<file path="config.mk">
export PLATFORM = sky130hd
export DESIGN_NAME = ai_paddle_sequencer
export DESIGN_NICKNAME = d
export VERILOG_FILES = /design/src/rtl/ai_paddle_sequencer.sv
export SDC_FILE = /design/constraint.sdc
export NUM_CORES = 1
export LEC_CHECK = 0
export ABC_AREA = 1
export CORE_AREA = 2 2 90 92
export CTS_CLUSTER_SIZE = 10
export DETAILED_ROUTE_END_ITERATION = 12
export DIE_AREA = 0 0 92 94
export DONT_BUFFER_PORTS = 1
export PLACE_DENSITY = 0.8
export SLEW_MARGIN = 20
export SYNTH_ARGS = -nofsm -noshare
export SYNTH_HDL_FRONTEND = slang
export SYNTH_SLANG_ARGS = --single-unit
</file>
<file path="constraint.sdc">
create_clock -name CLOCK -period 7.5 [get_ports CLOCK]
set_input_delay 0.75 -clock CLOCK [delete_from_list [all_inputs] [get_ports CLOCK]]
set_output_delay 0.75 -clock CLOCK [all_outputs]
set_load 0.005 [all_outputs]
</file>
<file path="src/rtl/ai_paddle_sequencer.sv">
// ai_paddle_sequencer: AI paddle controller (in CLOCK/RESET/ENABLE/BALL_H/BALL_V; out POSITION/TARGET/TRACKING/ARRIVED; optional AI_MISS_EN adds LFSR miss offset and MISSED)
module ai_paddle_sequencer #(
  parameter int NET_X       = 390,
  parameter int PADDLE_X    = 770,
  parameter int FIELD_H     = 474,
  parameter int PADDLE_HALF = 40,
  parameter int PADDLE_MAX  = 395,
  parameter int STEP_DIV    = 100000
) (
  input  logic        CLOCK,
  input  logic        RESET,
  input  logic        ENABLE,
  input  logic [10:0] BALL_H,
  input  logic [10:0] BALL_V,
  output logic [7:0]  POSITION,
  output logic [8:0]  TARGET,
  output logic        TRACKING,
`ifdef AI_MISS_EN
  output logic        MISSED,
`endif
  output logic        ARRIVED
);
  typedef enum logic [2:0] {IDLE, SAMPLE, PREDICT, MOVE, HOLD} state_t;
  localparam int CW = $clog2(STEP_DIV);
  localparam logic signed [12:0] D   = 13'(PADDLE_X - NET_X - 1);
  localparam logic signed [12:0] FH  = 13'(FIELD_H);
  localparam logic signed [12:0] FH2 = 13'(2 * FIELD_H);
  localparam logic signed [12:0] PH  = 13'(PADDLE_HALF);
  localparam logic signed [12:0] PM  = 13'(PADDLE_MAX);
  state_t r_state, w_next;
  logic [CW-1:0] r_cnt;
  logic [10:0] r_v0, r_v1;
  logic r_dir, r_tracking, r_arrived, w_tick, w_below;
  logic [8:0] r_paddle, r_target, w_clamp, w_tgt;
  logic signed [12:0] w_v1, w_y_dn, w_y, w_t;
  assign w_tick  = r_cnt == CW'(STEP_DIV - 1);
  assign w_below = BALL_H < 11'(NET_X);
  assign w_v1    = $signed({2'b0, r_v1});
  assign w_y_dn  = w_v1 + D;
  assign w_y     = r_dir ? ((w_y_dn > FH) ? FH2 - w_y_dn : w_y_dn) : ((D > w_v1) ? D - w_v1 : w_v1 - D);
  assign w_t     = w_y - PH;
  assign w_clamp = w_t[12] ? 9'd0 : (w_t > PM ? 9'(PADDLE_MAX) : w_t[8:0]);
`ifdef AI_MISS_EN
  logic [7:0] r_lfsr;
  logic r_missed, w_miss;
  assign w_miss = r_lfsr[7:5] == 3'b000;
  assign w_tgt  = !w_miss ? w_clamp : (w_clamp > 9'(PADDLE_MAX - 64) ? w_clamp - 9'd64 : w_clamp + 9'd64);
  assign MISSED = r_missed;
  always_ff @(posedge CLOCK) begin
    if (RESET) begin
      r_lfsr   <= 8'hA5;
      r_missed <= 1'b0;
    end else begin
      r_lfsr <= {r_lfsr[6:0], r_lfsr[7] ^ r_lfsr[5] ^ r_lfsr[4] ^ r_lfsr[3]};
      if (r_state == IDLE) r_missed <= 1'b0;
      else if (r_state == PREDICT && w_next == MOVE) r_missed <= w_miss;
    end
  end
`else
  assign w_tgt = w_clamp;
`endif
  always_comb begin
    w_next = r_state;
    case (r_state)
      IDLE:    w_next = BALL_H == 11'(NET_X) ? SAMPLE : IDLE;
      SAMPLE:  w_next = BALL_H == 11'(NET_X + 1) ? PREDICT : (w_below ? IDLE : SAMPLE);
      PREDICT: w_next = MOVE;
      MOVE:    w_next = w_below ? IDLE : (r_paddle == r_target ? HOLD : MOVE);
      HOLD:    w_next = w_below ? IDLE : HOLD;
      default: w_next = IDLE;
    endcase
    if (!ENABLE) w_next = IDLE;
  end
  always_ff @(posedge CLOCK) begin
    if (RESET) begin
      r_state    <= IDLE;
      r_cnt      <= '0;
      r_paddle   <= 9'd240;
      r_target   <= 9'd240;
      r_tracking <= 1'b0;
      r_arrived  <= 1'b0;
      r_v0       <= '0;
      r_v1       <= '0;
      r_dir      <= 1'b0;
    end else begin
      r_cnt      <= w_tick ? '0 : r_cnt + 1'b1;
      r_state    <= w_next;
      r_tracking <= w_next inside {SAMPLE, PREDICT, MOVE};
      r_arrived  <= w_next == HOLD;
      if (r_state == IDLE && w_next == SAMPLE) r_v0 <= BALL_V;
      if (r_state == SAMPLE) begin
        r_v1  <= BALL_V;
        r_dir <= BALL_V > r_v0;
      end
      if (r_state == PREDICT && w_next == MOVE) r_target <= w_tgt;
      if (r_state == MOVE && w_next == MOVE && w_tick) r_paddle <= r_paddle < r_target ? r_paddle + 9'd1 : r_paddle - 9'd1;
    end
  end
  assign POSITION = r_paddle[8:1];
  assign TARGET   = r_target;
  assign TRACKING = r_tracking;
  assign ARRIVED  = r_arrived;
endmodule

</file>
==> impl_metrics.env, run 1 <==
export IMPL_dpl_cell_area_um2=4885
export IMPL_vias_per_cell=5.543
export IMPL_grt_pass1_vias=4426
export IMPL_hold_slack_ns=0.4560
export IMPL_startpoint_type="register"
export IMPL_crit_path_end_kind="register"
export IMPL_drt_wl_total_mm=10.92
export IMPL_layout_drive_gt1_share=0.08725
export IMPL_gp_congestion=0.8885
export IMPL_postSynthAreaPerCell_um2=6.498
export IMPL_setup_viol=0
export IMPL_n_fill_cell=677
export IMPL_grt_usage=0.2681
export IMPL_synth_area_um2=4900
export IMPL_dp_slack_ns=3.645
export IMPL_post_cts_buffers=0
export IMPL_setup_slack_ns=3.899
export IMPL_outcome="finished clean"
export IMPL_drv_slew=0
export IMPL_hold_viol_final=0
export IMPL_io_buffer_count=0
export IMPL_irDropWorstVdd_v=0.0001282
export IMPL_cts_max_level=3
export IMPL_slew_headroom=0.5091
export IMPL_areaGrowthSynthToFinish_pct=3.907
export IMPL_initial_utilization=0.6441
export IMPL_cpLargestDelayFamily="compound AO/OA/AOI/OAI gates"
export IMPL_leakagePower_nw=2.229
export IMPL_whs_endpoint="r_v0[0]"
export IMPL_ys_seq_area_frac=0.2574
export IMPL_ant_nets=0
export IMPL_cp_max_fo=9
export IMPL_cts_sink_count=63
export IMPL_rows=32
export IMPL_path_cells="inv_1 > ha_1 > nand2_1 > nor2_1 > a211oi_1 > o21ai_0 > a221oi_1 > o21ai_1 > ha_1 > a21oi_1 > nand2_1 > a21oi_1 > o21bai_1 > a21oi_1 > o21ai_0 > o21ai_0 > a21oi_1 > a211o_1"
export IMPL_cp_startpoint="TARGET[2]"
export IMPL_min_period_over_period=0.4801
export IMPL_ys_warn_count=0
export IMPL_fin_area_um2=5091
export IMPL_pin_count=44
export IMPL_holdPathStages=2
export IMPL_route_vias_total=4695
export IMPL_skew_ns=0.01380
export IMPL_syn_inst=754
export IMPL_required_ns=7.74
export IMPL_root_buffer="clkbuf_8"
export IMPL_drt_drc_violations_left=0
export IMPL_hold_buffers=0
export IMPL_first_pass_iters=5
export IMPL_r2r_start="TARGET[2]"
export IMPL_total_power_mw=0.6656
export IMPL_design_core_area_um2=7607
export IMPL_hold_start="r_v0[0]"
export IMPL_crit_type="register to register"
export IMPL_cts_repair_resized=0
export IMPL_cts_clk_slew_worst_paths_ns=0.07
export IMPL_gr_total_overflow=0
export IMPL_cp_depth=18
export IMPL_fin_crit_ns=3.601
export IMPL_holdCritPathClass="register to register"
export IMPL_die_w_um=92
export IMPL_tns_ns=0
export IMPL_wire_per_inst_um=12.89
export IMPL_rr_worst_depth=18
export IMPL_cp_common_cell="a21oi_1"
export IMPL_final_nets=804
export IMPL_dpl_hpwl_mm=8.506
export IMPL_ys_ff_latch=63
export IMPL_yosysUniqueCellTypes=42
export IMPL_cap_viol_max_count=0
export IMPL_grt_max_degree=25
export IMPL_rsz0062_at_grt="false"
export IMPL_power_density_nw_per_um2=130.7
export IMPL_clock_path_buffers=2
export IMPL_cts_tree="yes"
export IMPL_max_freq_mhz=277.7
export IMPL_cp_num_buf_inv=1
export IMPL_antenna_found_initial=0
export IMPL_first_iter_violations=334
export IMPL_worst_pin_slew_ns=0.7315
export IMPL_r2r_end="r_paddle[7]"
export IMPL_antenna_cells=0
export IMPL_place_inst=831
export IMPL_arrival_ns=3.84
export IMPL_insertion_delay_ns=0.35
export IMPL_crit_slowest_cell="o21ai_1"
export IMPL_regToRegSetupSlack_ns=3.90
export IMPL_final_core_util=0.6692
export IMPL_dieHeight_um=94
export IMPL_dieArea_um2=8648
export IMPL_fin_cells=847
export IMPL_syn_nets=818
export IMPL_numCtsBuffers=9
export IMPL_max_stage_delay_ns=0.59
export IMPL_grt_pass1_wl_mm=18.97
[state kept, by name, indices dropped and copies added (netlist names)]
| name | flops |
|---|---|
| ARRIVED | 1 |
| TARGET | 9 |
| TRACKING | 1 |
| r_cnt | 17 |
| r_dir | 1 |
| r_paddle | 9 |
| r_state | 3 |
| r_v0 | 11 |
| r_v1 | 11 |
[Yosys cell counts, drive strengths merged]
library cell | n | share of area
nand2 | 203 | 0.17
inv | 105 | 0.081
a21oi | 73 | 0.075
nand3 | 68 | 0.077
dfxtp | 63 | 0.26
o21ai | 56 | 0.060
nor2 | 54 | 0.052
ha | 38 | 0.097
buf | 16 | 0.022
nor3 | 16 | 0.016
xor2 | 14 | 0.027
clkbuf | 9 | 0.0069
nand4 | 9 | 0.011
nor4 | 6 | 0.0077
a221oi | 4 | 0.0071
nand3b | 4 | 0.0061
nor3b | 3 | 0.0046
xnor2 | 3 | 0.0054
or2 | 2 | 0.0026
a211o | 1 | 0.0018
a211oi | 1 | 0.0015
a21o | 1 | 0.0015
clkinv | 1 | 0.00077
fa | 1 | 0.0041
o2111ai | 1 | 0.0018
o21bai | 1 | 0.0015
o31ai | 1 | 0.0015
[how the worst max path moves through the flow]
stage	slack (ns)	end
after floorplan	4.20	r_paddle[7]
after global placement	3.90	r_paddle[7]
after detailed placement	3.64	r_paddle[7]
after CTS	3.61	r_paddle[7]
after global routing	3.56	r_paddle[8]
final	3.90	r_paddle[7]
[logic make-up (layout without fill, tap and decap cells)]
family | after synthesis | after routing | synth area share
and+or+nand+nor | 365 | 365 | 0.3470
xor gates and xnor gates | 17 | 17 | 0.03192
adders and majority gates | 39 | 39 | 0.1011
DFF | 63 | 63 | 0.2574
buffers and inverters | 131 | 122 | 0.1108
AOI/OAI and AO/OA | 139 | 139 | 0.1517
[routing by layer]
layer,share of wire,GRT usage,up-vias
met5,0,0,-
met4,0.017,0.08955,0
met3,0.065,0.06982,18
met2,0.47,0.4559,132
met1,0.45,0.3310,2107
li1,-,-,2438
[report_power, final]
group	internal, mW	switching (mW)
Combinational	0.00684	0.0119
Sequential	0.336	0.000941
Clock	0.164	0.146
[placed cells by master (no fill, tap or decap), drive strengths merged, types with 2 or more instances in the layout]
master and count:
clkinv 4, nor4 6, o21ai 56, inv 106, nor3b 3, nor2 54, a21oi 73, xnor2 3
or2 2, dfxtp 63, nand2 203, clkbuf 10, xor2 14, a221oi 4, nand3 68, nor3 16
ha 38, nand4 9, nand3b 4
[worst min-delay path, cell delays in order, from the launching register on]
cell and delay [ns]:
dfxtp_1 0.32, inv_1 0.05, a21oi_1 0.05
[final cells by class]
| class | instances | area [um2] | share of cell area |
|---|---|---|---|
| multi-input combinational | 560 | 3095 | 0.6080 |
| sequential | 63 | 1261 | 0.2477 |
| inverter | 106 | 400.4 | 0.07864 |
| clock buffer | 10 | 137.6 | 0.02703 |
| tap | 102 | 127.6 | 0.02507 |
| clock inverter | 6 | 68.82 | 0.01352 |
Power figures use the tool's default switching activity.
==> run 2: changes to the inputs <==
==> constraint.sdc (replaced) <==
create_clock -name CLOCK -period 3.44 [get_ports CLOCK]
set_input_delay 0.344 -clock CLOCK [delete_from_list [all_inputs] [get_ports CLOCK]]
set_output_delay 0.344 -clock CLOCK [all_outputs]
set_load 0.005 [all_outputs]
==> impl_metrics.env, run 2 (synthesis results as in run 1) <==
export IMPL_outcome="finished clean"
export IMPL_rr_worst_depth=17
export IMPL_n_fill_cell=690
export IMPL_route_vias_total=4778
export IMPL_whs_endpoint="TARGET[2]"
export IMPL_r2r_start="r_paddle[2]"
export IMPL_hold_viol_final=0
export IMPL_skew_ns=0.01220
export IMPL_grt_pass1_vias=4342
export IMPL_max_stage_delay_ns=0.43
export IMPL_pin_count=44
export IMPL_hold_slack_ns=0.05174
export IMPL_regMostFlops="r_cnt"
export IMPL_drt_wl_total_mm=11.17
export IMPL_grt_pass1_wl_mm=18.91
export IMPL_power_density_nw_per_um2=260.1
export IMPL_layout_drive_gt1_share=0.1152
export IMPL_wire_per_inst_um=13.03
export IMPL_design_core_area_um2=7607
export IMPL_cts_max_level=3
export IMPL_crit_slowest_cell="dfxtp_1"
export IMPL_dpl_hpwl_mm=8.584
export IMPL_final_cell_mix="nand2_1 (179), inv_1 (96), a21oi_1 (71), nand3_1 (60), dfxtp_1 (58)"
export IMPL_cts_sink_count=63
export IMPL_grt_max_degree=25
export IMPL_insertion_delay_ns=0.35
export IMPL_layout_commonest_cell="nand2_1"
export IMPL_numCtsBuffers=9
export IMPL_slew_headroom=0.5432
export IMPL_cts_tree="yes"
export IMPL_cts_clk_slew_worst_paths_ns=0.08
export IMPL_holdPathStages=1
export IMPL_r2r_end="r_paddle[7]"
export IMPL_crit_type="register to register"
export IMPL_rsz0062_at_grt="true"
export IMPL_ant_nets=0
export IMPL_first_iter_violations=219
export IMPL_drt_drc_violations_left=0
export IMPL_cp_common_cell="a21oi_1"
export IMPL_rows=32
export IMPL_leakagePower_nw=2.281
export IMPL_dp_slack_ns=0.04835
export IMPL_first_pass_iters=5
export IMPL_dieArea_um2=8648
export IMPL_arrival_ns=3.53
export IMPL_required_ns=3.68
export IMPL_dieHeight_um=94
export IMPL_regToRegSetupSlack_ns=0.16
export IMPL_die_w_um=92
export IMPL_min_period_over_period=0.9548
export IMPL_cp_max_fo=5
export IMPL_drv_slew=0
export IMPL_grt_usage=0.2668
export IMPL_crit_path_end_kind="register"
export IMPL_fin_cells=857
export IMPL_antenna_cells=0
export IMPL_irDropWorstVdd_v=0.0003168
export IMPL_fin_crit_ns=3.284
export IMPL_hold_start="RESET"
export IMPL_max_freq_mhz=304.5
export IMPL_gp_congestion=0.8808
export IMPL_place_inst=837
export IMPL_vias_per_cell=5.575
export IMPL_gr_total_overflow=0
export IMPL_initial_utilization=0.6441
export IMPL_clock_path_buffers=2
export IMPL_root_buffer="clkbuf_8"
export IMPL_holdCritPathClass="primary input to register"
export IMPL_antenna_found_initial=0
export IMPL_worst_pin_slew_ns=0.6834
export IMPL_startpoint_type="register"
export IMPL_path_cells="ha_1 > nand2_1 > nor2_1 > a211oi_1 > o21ai_0 > a221oi_2 > o21ai_2 > ha_1 > a21oi_1 > nand2_1 > a21oi_1 > o21bai_1 > a21oi_1 > o21ai_0 > o21ai_0 > a21oi_1 > a211o_1"
export IMPL_hold_buffers=0
export IMPL_io_buffer_count=0
export IMPL_final_nets=814
export IMPL_largest_register_ffs=17
export IMPL_areaGrowthSynthToFinish_pct=6.027
export IMPL_setup_slack_ns=0.1556
export IMPL_cap_viol_max_count=0
export IMPL_top_regs="r_cnt: 17 flops, r_v0: 11 flops, r_v1: 11 flops"
export IMPL_setup_viol=0
-- run 2: changes by cell type in the layout (fill, tap and decap cells not counted), moves of 2 or more --
| cell | change |
|---|---|
| dfxtp_2 | +4 |
| nand2_1 | -2 |
| nand2_4 | +2 |
| buf_4 | +10 |
| dfxtp_1 | -5 |
| nand3_1 | -2 |
| nand3_2 | +2 |
-- run 2: area by class of cell --
cell class | count | area (um2) | share of cell area
repair buffers | 10 | 75.07 | 0.01445
clock buffers | 11 | 141.4 | 0.02722
clock inverters | 5 | 33.78 | 0.006503
flip-flops and latches | 63 | 1270 | 0.2445
inverters | 106 | 400.4 | 0.07707
multi-input cells | 560 | 3147 | 0.6057
well taps | 102 | 127.6 | 0.02457
-- run 2: where the power goes --
group | internal (mW) | total (mW) | leakage [nW] | switching (mW)
Combinational | 0.0150 | 0.0414 | 1.68 | 0.0264
Clock | 0.280 | 0.577 | 0.0853 | 0.297
Sequential | 0.731 | 0.733 | 0.511 | 0.00185
Total | 1.03 | 1.35 | 2.28 | 0.326
-- run 2: metal layers --
metal | wire [um] | global-route usage | part of all wire
met4 | 156 | 0.07836 | 0.014
met1 | 5107 | 0.3381 | 0.46
met3 | 563 | 0.06982 | 0.050
met2 | 5343 | 0.4479 | 0.48
met5 | 0 | 0 | 0
-- run 2: worst max path at each step --
stage	from	to	slack, ns	cells past startpoint
floorplan	TARGET[2]	r_paddle[7]	0.14	18
global placement	TARGET[2]	r_paddle[7]	0.25	18
detailed placement	TARGET[2]	r_paddle[8]	0.05	19
CTS	TARGET[2]	r_paddle[8]	0.07	19
global route	TARGET[2]	r_paddle[8]	-0.08	19
finish	r_paddle[2]	r_paddle[7]	0.16	17
-- run 2: per-stage QoR --
step	util	setup TNS, ns	total power [mW]	cell area (um2)
after floorplan	-	0	0.7855	4900
after global placement	0.6480	0	0.7883	4930
after detailed placement	0.6480	0	0.7914	4930
after CTS	0.6711	0	1.362	5105
after global routing	0.6829	-0.1584	1.407	5195
final	0.6829	0	1.351	5195
-- run 2: repair_timing --
action / in CTS / in global routing
setup endpoints to repair: 2 / 11
pin swaps: 0 / 5
setup buffers: 0 / 4
gates cloned: 0 / 0
resized for setup: 1 / 17
-- run 2: critical path: cells and delay by family (launching register included) --
kind / cells / cell delay, ns
AOI/OAI and AO/OA: 12 / 1.88
adders and majority gates: 2 / 0.65
DFF: 1 / 0.43
and+or+nand+nor: 3 / 0.25
